File: src/rtl/if_fetch_stage_pkg.sv
// -----------------------------------------------------------------------------
// if_fetch_stage_pkg
// Shared definitions for the instruction-fetch stage:
//   - fetch_state_e : fetch FSM state encoding
//   - npc_sel_e     : next-PC source select used by if_next_pc
//   - NOP_INST_C    : bubble instruction (addi x0,x0,0)
//   - PC_INCR       : sequential PC step
//   - ALIGN_MASK    : clears the byte-offset bits of a word address
//   - word_align()  : applies ALIGN_MASK to an address
// Optional feature macro used by the importing files: FETCH_MISALIGN_TRAP_EN.
// -----------------------------------------------------------------------------
package if_fetch_stage_pkg;

  typedef enum logic [1:0] {
    BOOT  = 2'd0,
    RUN   = 2'd1,
    STALL = 2'd2,
    FLUSH = 2'd3
  } fetch_state_e;

  typedef enum logic [1:0] {
    NPC_HOLD  = 2'd0,
    NPC_SEQ   = 2'd1,
    NPC_REDIR = 2'd2
  } npc_sel_e;

  localparam logic [31:0] NOP_INST_C = 32'h0000_0013;
  localparam logic [31:0] PC_INCR    = 32'd4;
  localparam logic [31:0] ALIGN_MASK = 32'hFFFF_FFFC;

  function automatic logic [31:0] word_align(input logic [31:0] addr);
    return addr & ALIGN_MASK;
  endfunction

endpackage

File: src/rtl/if_next_pc.sv
// -----------------------------------------------------------------------------
// if_next_pc
// Combinational next-fetch-address mux for the fetch stage.
//   sel_i         : NPC_HOLD keeps fetch_pc_i, NPC_SEQ adds 4 (32-bit wrap),
//                   NPC_REDIR takes the redirect target
//   fetch_pc_i    : current fetch address
//   redirect_pc_i : redirect target from EXE (may carry non-zero low bits)
//   next_pc_o     : next fetch address, always word aligned
// Optional feature (macro FETCH_MISALIGN_TRAP_EN): a misaligned redirect target
// is replaced by TRAP_PC. Without the macro the low two bits are dropped.
// -----------------------------------------------------------------------------
module if_next_pc
  import if_fetch_stage_pkg::*;
#(
  parameter logic [31:0] TRAP_PC = 32'h0000_0100
) (
  input  npc_sel_e    sel_i,
  input  logic [31:0] fetch_pc_i,
  input  logic [31:0] redirect_pc_i,
  output logic [31:0] next_pc_o
);

  logic [31:0] target_aligned;
  logic [31:0] trap_aligned;
  logic        trap_take;

  assign target_aligned = word_align(redirect_pc_i);
  assign trap_aligned   = word_align(TRAP_PC);

`ifdef FETCH_MISALIGN_TRAP_EN
  assign trap_take = |redirect_pc_i[1:0];
`else
  assign trap_take = 1'b0;
`endif

  always_comb begin
    next_pc_o = fetch_pc_i;
    unique case (sel_i)
      NPC_HOLD:  next_pc_o = fetch_pc_i;
      NPC_SEQ:   next_pc_o = fetch_pc_i + PC_INCR;
      NPC_REDIR: next_pc_o = trap_take ? trap_aligned : target_aligned;
      default:   next_pc_o = fetch_pc_i;
    endcase
  end

endmodule

File: src/rtl/if_fetch_stage.sv
// -----------------------------------------------------------------------------
// if_fetch_stage
// Instruction-fetch stage: owns the PC, issues synchronous instruction-memory
// reads and hands one instruction (or a NOP bubble) per cycle to IF/EXE.
//
// Ports
//   clk, rst_n       : clock (rising edge), asynchronous active-low reset
//   stall_i          : downstream hold; current inst/pc stay, no new fetch
//   redirect_i       : one-cycle taken branch/jump pulse from EXE
//   redirect_pc_i    : redirect target
//   imem_req_o       : instruction-memory read enable
//   imem_addr_o      : word-aligned read address
//   imem_rdata_i     : read data, valid the cycle after an accepted request
//   inst_o, pc_o     : instruction and its PC towards IF/EXE
//   inst_valid_o     : 1 = inst_o is real, 0 = bubble
//   misalign_o       : misaligned-redirect pulse (0 unless the feature is built)
//
// Output semantics: inst_o/pc_o are meaningful whenever inst_valid_o=1; the
// downstream consumes them on a cycle with inst_valid_o=1 and stall_i=0, and
// while stall_i=1 the same instruction and PC are presented unchanged.
//
// Optional feature macro: FETCH_MISALIGN_TRAP_EN (misaligned redirect targets
// trap to TRAP_PC and pulse misalign_o for the bubble cycle).
// -----------------------------------------------------------------------------
module if_fetch_stage
  import if_fetch_stage_pkg::*;
#(
  parameter logic [31:0] RESET_PC = 32'h0000_0000,
  parameter logic [31:0] NOP_INST = NOP_INST_C,
  parameter logic [31:0] TRAP_PC  = 32'h0000_0100
) (
  input  logic        clk,
  input  logic        rst_n,
  input  logic        stall_i,
  input  logic        redirect_i,
  input  logic [31:0] redirect_pc_i,
  output logic        imem_req_o,
  output logic [31:0] imem_addr_o,
  input  logic [31:0] imem_rdata_i,
  output logic [31:0] inst_o,
  output logic [31:0] pc_o,
  output logic        inst_valid_o,
  output logic        misalign_o
);

  fetch_state_e state_q, state_d;
  logic [31:0]  fetch_pc_q, fetch_pc_d;   // address of the next request
  logic [31:0]  issued_pc_q, issued_pc_d; // address of the request in flight
  logic [31:0]  hold_inst_q, hold_inst_d; // instruction parked during a stall

  npc_sel_e     npc_sel;
  logic         issue;
  logic         capture;
  logic [31:0]  inst_c;
  logic         valid_c;

  if_next_pc #(
    .TRAP_PC (TRAP_PC)
  ) u_next_pc (
    .sel_i         (npc_sel),
    .fetch_pc_i    (fetch_pc_q),
    .redirect_pc_i (redirect_pc_i),
    .next_pc_o     (fetch_pc_d)
  );

  // Next-state and output decode. A redirect overrides whatever the current
  // state chose: the sequential fetch in flight is abandoned and the target
  // becomes the next request, even if stall_i is high in the same cycle.
  always_comb begin
    state_d = state_q;
    npc_sel = NPC_HOLD;
    issue   = 1'b0;
    capture = 1'b0;
    inst_c  = NOP_INST;
    valid_c = 1'b0;

    unique case (state_q)
      BOOT: begin
        issue   = 1'b1;
        npc_sel = NPC_SEQ;
        state_d = RUN;
      end
      RUN: begin
        inst_c  = imem_rdata_i;
        valid_c = 1'b1;
        if (stall_i) begin
          // The word arriving now is the one being presented; park it, since
          // the memory will not repeat it. fetch_pc does not advance so the
          // request abandoned here is re-issued on release.
          capture = 1'b1;
          state_d = STALL;
        end else begin
          issue   = 1'b1;
          npc_sel = NPC_SEQ;
        end
      end
      STALL: begin
        inst_c  = hold_inst_q;
        valid_c = 1'b1;
        if (!stall_i) begin
          // Present the parked word one last time while re-fetching, so the
          // memory data lines up with RUN on the next cycle.
          issue   = 1'b1;
          npc_sel = NPC_SEQ;
          state_d = RUN;
        end
      end
      FLUSH: begin
        // Target request goes out now; stall_i is only looked at from RUN.
        issue   = 1'b1;
        npc_sel = NPC_SEQ;
        state_d = RUN;
      end
    endcase

    if (redirect_i) begin
      npc_sel = NPC_REDIR;
      capture = 1'b0;
      state_d = FLUSH;
    end
  end

  assign issued_pc_d = issue   ? fetch_pc_q   : issued_pc_q;
  assign hold_inst_d = capture ? imem_rdata_i : hold_inst_q;

  always_ff @(posedge clk or negedge rst_n) begin
    if (!rst_n) begin
      state_q     <= BOOT;
      fetch_pc_q  <= word_align(RESET_PC);
      issued_pc_q <= RESET_PC;
      hold_inst_q <= NOP_INST;
    end else begin
      state_q     <= state_d;
      fetch_pc_q  <= fetch_pc_d;
      issued_pc_q <= issued_pc_d;
      hold_inst_q <= hold_inst_d;
    end
  end

  // BOOT is also the reset state, but no request may leave while rst_n is
  // still low, hence the gate.
  assign imem_req_o   = issue & rst_n;
  assign imem_addr_o  = word_align(fetch_pc_q);
  assign inst_o       = inst_c;
  assign pc_o         = issued_pc_q;
  assign inst_valid_o = valid_c;

`ifdef FETCH_MISALIGN_TRAP_EN
  logic misalign_q;

  // High for exactly the bubble cycle that follows a misaligned redirect.
  always_ff @(posedge clk or negedge rst_n) begin
    if (!rst_n) begin
      misalign_q <= 1'b0;
    end else begin
      misalign_q <= redirect_i & (|redirect_pc_i[1:0]);
    end
  end

  assign misalign_o = misalign_q;
`else
  assign misalign_o = 1'b0;
`endif

endmodule

File: config.mk
export PLATFORM = sky130hd
export DESIGN_NAME = if_fetch_stage
export DESIGN_NICKNAME = d
export VERILOG_FILES = /design/src/rtl/if_fetch_stage_pkg.sv /design/src/rtl/if_next_pc.sv /design/src/rtl/if_fetch_stage.sv
export SDC_FILE = /design/constraint.sdc
export NUM_CORES = 1
export LEC_CHECK = 0
export CAP_MARGIN = 40
export CORE_ASPECT_RATIO = 0.6
export CORE_UTILIZATION = 23
export DETAILED_ROUTE_END_ITERATION = 7
export PLACE_DENSITY = 0.47
export SKIP_LAST_GASP = 1
export SYNTH_ARGS = -nofsm -noshare
export SYNTH_HDL_FRONTEND = slang
export SYNTH_SLANG_ARGS = --single-unit
export TNS_END_PERCENT = 10
File: constraint.sdc
create_clock -name clk -period 5.6 [get_ports clk]
set_input_delay 1.12 -clock clk [delete_from_list [all_inputs] [get_ports clk]]
set_output_delay 1.12 -clock clk [all_outputs]
set_load 0.02 [all_outputs]
==> flow_summary.ini <==
[clock_tree]
clk_transition_reported_paths_ns = 0.06
cts_hold_buf = 0
cts_buffer_count = 9
htree_num_levels = 3
post_cts_resize_count = 0
ctsLongestPathBuffers = 2
tritoncts_num_sinks = 94
insertion_delay_ns = 0.34
cell_at_the_root_of_the_clock_tree = sky130_fd_sc_hd__clkbuf_16
post-cts-setup-buffers = 0
cts_tree = yes

[critical_path]
start_kind = input pin
timing.critical_path.to_type = output port
worst_ep_arrival_time_ns = 2.54
path_cells = clkdlybuf4s50_1 > nand2b_1 > and2_1 > clkdlybuf4s50_1
cpPeakStageDelay_ns = 0.65
cp_data_required_time_ns = 4.48
path_max_fanout = 5
path_class = in2out
critPathMostFrequentCell = sky130_fd_sc_hd__clkdlybuf4s50_1
worstPathBufferInverterCount = 2
rrSetupSlack_ns = 3.06
critical-path-slowest-cell = sky130_fd_sc_hd__clkdlybuf4s50_1
critPathTopFamily = buffers and inverters

[drt]
viasPerCell = 4.41
detailedRoute.firstPassIterationCount = 4
route.final.wire_length_um = 14600
ant_nets = 0
detail_route.iter0.violations = 179
post_drt_wl_per_cell_um = 16.3
drc = 0
via_count = 3953

[run_status]
run_status = complete, no violations

[sta]
finalWorstPathRequiredPeriod_ns = 3.66
max_slew_margin = 0.540
final_hold_viol_count = 0
final_number_of_setup_violating_endpoints = 0
final.setup.worst_slack_ns = 1.94
final.hold.worst_slack_ns = 0.466
worst_pin_slew_ns = 0.685
skew_ns = 0.00845
setup_tns_ns = 0
post-route-period-util = 0.653
grt_setup_unrepaired = false
fmax_mhz = 273
final_max_tran_viols = 0

[worst_hold_path]
worst_hold_path_type = reg2reg

[floorplan]
initial_core_util = 0.239
floorplan.io_pins = 167
die_area_sq_mm = 0.0207
fp-row-count = 39
die_h_um = 112
placeableCoreArea_sq_mm = 0.0194
die_x_um = 185

[placement]
place_congestion = 0.743
number_of_buffers_added_on_ports = 159
dp_hpwl_um = 10700
dp_worst_setup_slack_ns = 1.93

[synthesis]
yosys.cell_types.count = 41
ys_async_sr_fraction = 1.00
synth-main-ff-cell = sky130_fd_sc_hd__dfrtp_1
netlist_instances = 477
mappedNetlistArea_sq_mm = 0.00462
yosys_warnings = 0
syn_avg_cell_area_sq_um = 9.69
yosys_register_bits = 94
synth_edf_count = 0
synth-seq-area-share = 0.510

[global_route]
grt_antenna_before_repair = 0
grt_pass1_vias = 4065
wire_length_of_the_first_global_routing_pass_um = 23000
overflow = 0
pin_count_of_the_biggest_net_entering_global_routing = 65
grt_use_total = 0.147

[run]
max-cap-violations = 0

[final_layout]
mostFrequentLayoutCell = sky130_fd_sc_hd__clkdlybuf4s50_1
final_layout_size_suffix_gt1_frac = 0.120
final_cell_mix = sky130_fd_sc_hd__clkdlybuf4s50_1, sky130_fd_sc_hd__nand2_1, sky130_fd_sc_hd__dfrtp_1, sky130_fd_sc_hd__nor2_1, sky130_fd_sc_hd__mux2_2
antenna_cells_inserted = 0
layout.nets = 698
syn2layout_area_growth_pct = 48.4

[power_and_ir_drop]
p_clk_frac = 0.236
power_switching_w = 0.000986
power_report.internal_total_w = 0.00181
total_leakage_power_nw = 2.80
pwr-share-comb = 0.394
cellPowerDensity_mw_per_mm2 = 407
sw_frac_of_total = 0.353
power.ir.vdd_worst_mv = 0.188
seqPwrFrac = 0.370
cells in the mapped netlist (6+ instances only):
cell                       number  share of area
sky130_fd_sc_hd__nor2_1        34          0.028
sky130_fd_sc_hd__xor2_1         8          0.015
sky130_fd_sc_hd__nand2_1      115          0.093
sky130_fd_sc_hd__xnor2_1       20          0.038
sky130_fd_sc_hd__and3_1         6         0.0081
sky130_fd_sc_hd__nand4_1        9          0.012
sky130_fd_sc_hd__o21ai_0       20          0.022
sky130_fd_sc_hd__clkbuf_1      21          0.017
sky130_fd_sc_hd__o21ai_1       13          0.014
sky130_fd_sc_hd__nand3_1       11          0.012
sky130_fd_sc_hd__mux2_2        34          0.083
sky130_fd_sc_hd__dfrtp_1       91           0.49
sky130_fd_sc_hd__a22oi_1       29          0.047
sky130_fd_sc_hd__inv_1          8         0.0065
final timing paths:
path                       startpoint         endpoint  cells after the start
setup / recovery              stall_i       imem_req_o                      4
hold / removal                pc_o[7]          pc_o[7]                      2
setup reg to reg           state_q[0]   fetch_pc_q[30]                      8
hold reg to reg               pc_o[7]          pc_o[7]                      2
max in group asynchronous       rst_n         pc_o[24]                      3
min in group asynchronous       rst_n  hold_inst_q[11]                      1
stage by stage:
stage	instance area [sq um]	cells	power, W	utilization
finish	6860	897	0.00279	0.354
floorplan	4640	481	0.00163	-
global route	6860	897	0.00297	0.354
global placement	6460	878	0.00211	0.333
CTS	6860	897	0.00284	0.354
detailed placement	6540	881	0.00216	0.338
worst register-to-register path: stages, from the launching register on:
cell and delay, ns:
sky130_fd_sc_hd__dfrtp_1 0.41, sky130_fd_sc_hd__inv_1 0.07, sky130_fd_sc_hd__ha_1 0.38, sky130_fd_sc_hd__nand2b_1 0.15
sky130_fd_sc_hd__buf_4 0.38, sky130_fd_sc_hd__nand4_1 0.24, sky130_fd_sc_hd__nor4_1 0.53, sky130_fd_sc_hd__xnor2_1 0.18
sky130_fd_sc_hd__o21ai_1 0.07
metal layers:
layer / global-route usage / up-vias / share of wire
met5: 0 / - / 0
met4: 0.0375 / 0 / 0.0096
met3: 0.0438 / 11 / 0.058
met2: 0.209 / 97 / 0.42
met1: 0.213 / 1931 / 0.51
li1: - / 1914 / -
power groups by stage:
stage / clock network (W) / logic [W] / registers (W)
3_3_place_gp: 0 / 0.00108 / 0.00103
2_1_floorplan: 0 / 0.000507 / 0.00112
3_5_place_dp: 0 / 0.00111 / 0.00104
6_report: 0.000659 / 0.00110 / 0.00103
5_1_grt: 0.000714 / 0.00119 / 0.00106
4_1_cts: 0.000686 / 0.00112 / 0.00103
registers in the layout, summed over array words and instances, names as in the netlist:
register     count
hold_inst_q     32
fetch_pc_q      30
pc_o            30
state_q          2
layout make-up:
type                       count  area [sq um]
clock buffer                  12           267
inverter                       8          30.0
sequential                    94          2360
tap                          266           333
timing repair buffer         168          1710
multi-input combinational    345          2110
fill                        1955         12500
clock inverter                 4          53.8
logic make-up after synthesis:
logic type      synth area share
flops                      0.510
fa+ha+maj                 0.0108
simple gates               0.206
compound gates            0.0953
buf+inv                   0.0392
mux                       0.0850
other cells             0.000811
xor+xnor                  0.0530
No activity file was read; power rests on OpenSTA's default activity.
==> RTL change: new RTL, same flow settings <==
The option `FETCH_MISALIGN_TRAP_EN` is turned on by a define.
--- a/src/rtl/if_next_pc.sv
+++ b/src/rtl/if_next_pc.sv
@@ -11,2 +11,4 @@
 // -----------------------------------------------------------------------------
+`define FETCH_MISALIGN_TRAP_EN
+
 module if_next_pc
Behaviour: not the same (a bounded check fails within 4 cycles, from zero or initial values and one cycle with rst_n low).
==> RTL change against the original RTL <==
Setup slack got worse by 49 ps. Design area increased by 2.7%. Routed wire length increased by 8.9%. Non-clock buffer count increased by 5. Area after synthesis increased by 3.2%. Total power decreased by 6.1%. Sequential share of layout area decreased by 0.55 points. Sequential cell count increased by 1.
==> RTL change: results (changes against the original RTL) <==
Outcome
  – Status: finished clean

Setup path
  – CP max FO: 20 (+15)
  – Critical Path AT: 2590 ps (+50 ps)
  – Slowest stage cell on the critical path: ha_1
  – Cell family with most CP delay: adder cells
  – Critical path origin: state_q[0]$_DFFE_PN0P_
  – Slowest cell delay on critical path: 790 ps (+140 ps)

Synthesis
  – Post-synthesis async set-or-reset flop share: 100% (unchanged)
  – Post-Synth Adder-Cell Area: 1.05% (-0.034 points)
  – Syn Area/Cell: 9.58 sq um (-1.1%)
  – Area contributors post-synth: dfrtp_1, nand2_1, mux2_2
  – Post-synthesis mux area share: 7.79% (-0.71 points)
  – Complex-gate fraction of the synthesized area: 13.0% (+3.5 points)
  – Post-synthesis sequential area ratio: 49.9% (-1.1 points)
  – Post-Synth XOR/XNOR Area: 3.12% (-2.2 points)
  – Post-synth top cells: nand2_1, dfrtp_1, nor2_1
  – Synth cell types: 50 (+22%)
  – Main flop type after synthesis: dfrtp_1

STA
  – Worst-Margin Slew: 768 ps (+82.7 ps)
  – Clock skew: 11.2 ps (+2.74 ps)

Power
  – Leakage: 2.96 nW (+5.7%)
  – Combinational share of power: 36.6% (-2.8 points)
  – Worst vdd ir: 0.178 mV (-5.4%)
  – Sw Ratio: 34.0% (-1.3 points)

Placement
  – Worst slack at placement: 1960 ps (+27.8 ps)
  – GPL Wtd Cong: 0.732 (-1.5%)
  – I/O Buffers: 162 (+1.9%)
  – Cell area after placement: 6720 sq um (+2.8%)
  – Dpl hpwl: 11,400 microns (+6.2%)
  – Placed cells: 910 (+3.3%)

Global routing
  – Met2 Usage GRT: 23.5% (+2.6 points)
  – First-pass GRT wire length: 25,000 microns (+8.4%)
  – M1 GR Usage: 21.4% (+0.086 points)
  – Total GRT Usage: 15.2% (+0.58 points)
  – Met3 usage: 3.78% (-0.60 points)

Layout
  – Diodes inserted: 0 (unchanged)
  – Fraction of layout cells with a size suffix above 1: 11.9% (-0.10 points)
  – FILL cells: 2,050 (+4.9%)
  – Nets: 720 (+3.2%)

Routing
  – 1st-iter DRT viols: 273 (+53%)
  – DR vias: 4,255 (+7.6%)
  – Routed vias/inst: 4.60 (+4.3%)
  – Drt pass-1 iters: 4 (unchanged)
  – Per-cell routed wire length: 17.2 microns (+5.5%)

Clocking
  – H-tree depth: 3 (unchanged)

Min path
  – Hold_sp: pc_o[8]$_DFFE_PN0N_
## RTL change: worst paths after layout
| check | to | slack (ps) | cells past startpoint |
|---|---|---|---|
| max | imem_req_o | 1890 | 5 |
| min | pc_o[8]$_DFFE_PN0N_ | 470 | 2 |
| max reg2reg | fetch_pc_q[25]$_DFFE_PN0P_ | 2540 | 8 |
| min reg2reg | pc_o[8]$_DFFE_PN0N_ | 470 | 2 |
| max in group asynchronous | hold_inst_q[1]$_DFFE_PN1P_ | 3810 | 3 |
| min in group asynchronous | hold_inst_q[31]$_DFFE_PN0P_ | 740 | 1 |
## RTL change: worst min-delay path, stage by stage, from the launching register on
cell and delay (ps):
dfrtp_1 340, nand2_1 50, nand2_1 50
## RTL change: layout make-up
class                      instances  area [sq um]  share of cell area, %
clock inverter                     3          65.1                  0.924
inverter                           5          18.8                  0.266
clock buffer                      13           260                   3.69
sequential                        95          2380                   33.8
multi-input combinational        364          2230                   31.7
timing repair buffer             173          1740                   24.8
tap                              273           342                   4.85
## RTL change: layer usage
metal / wire, microns / vias to the layer above / part of all wire (%)
li1: - / 2012 / -
met1: 7910 / 2139 / 50
met2: 7100 / 95 / 45
met3: 734 / 9 / 4.6
met4: 140 / 0 / 0.88
met5: 0 / - / 0
## RTL change: power by group through the flow
| stage | Combinational [mW] | Sequential, mW | Clock [mW] |
|---|---|---|---|
| finish | 0.959 | 0.981 | 0.683 |
| global route | 1.04 | 1.01 | 0.739 |
| CTS | 0.973 | 0.980 | 0.712 |
| detailed placement | 0.970 | 0.993 | 0 |
| global placement | 0.930 | 0.981 | 0 |
| floorplan | 0.481 | 1.02 | 0 |
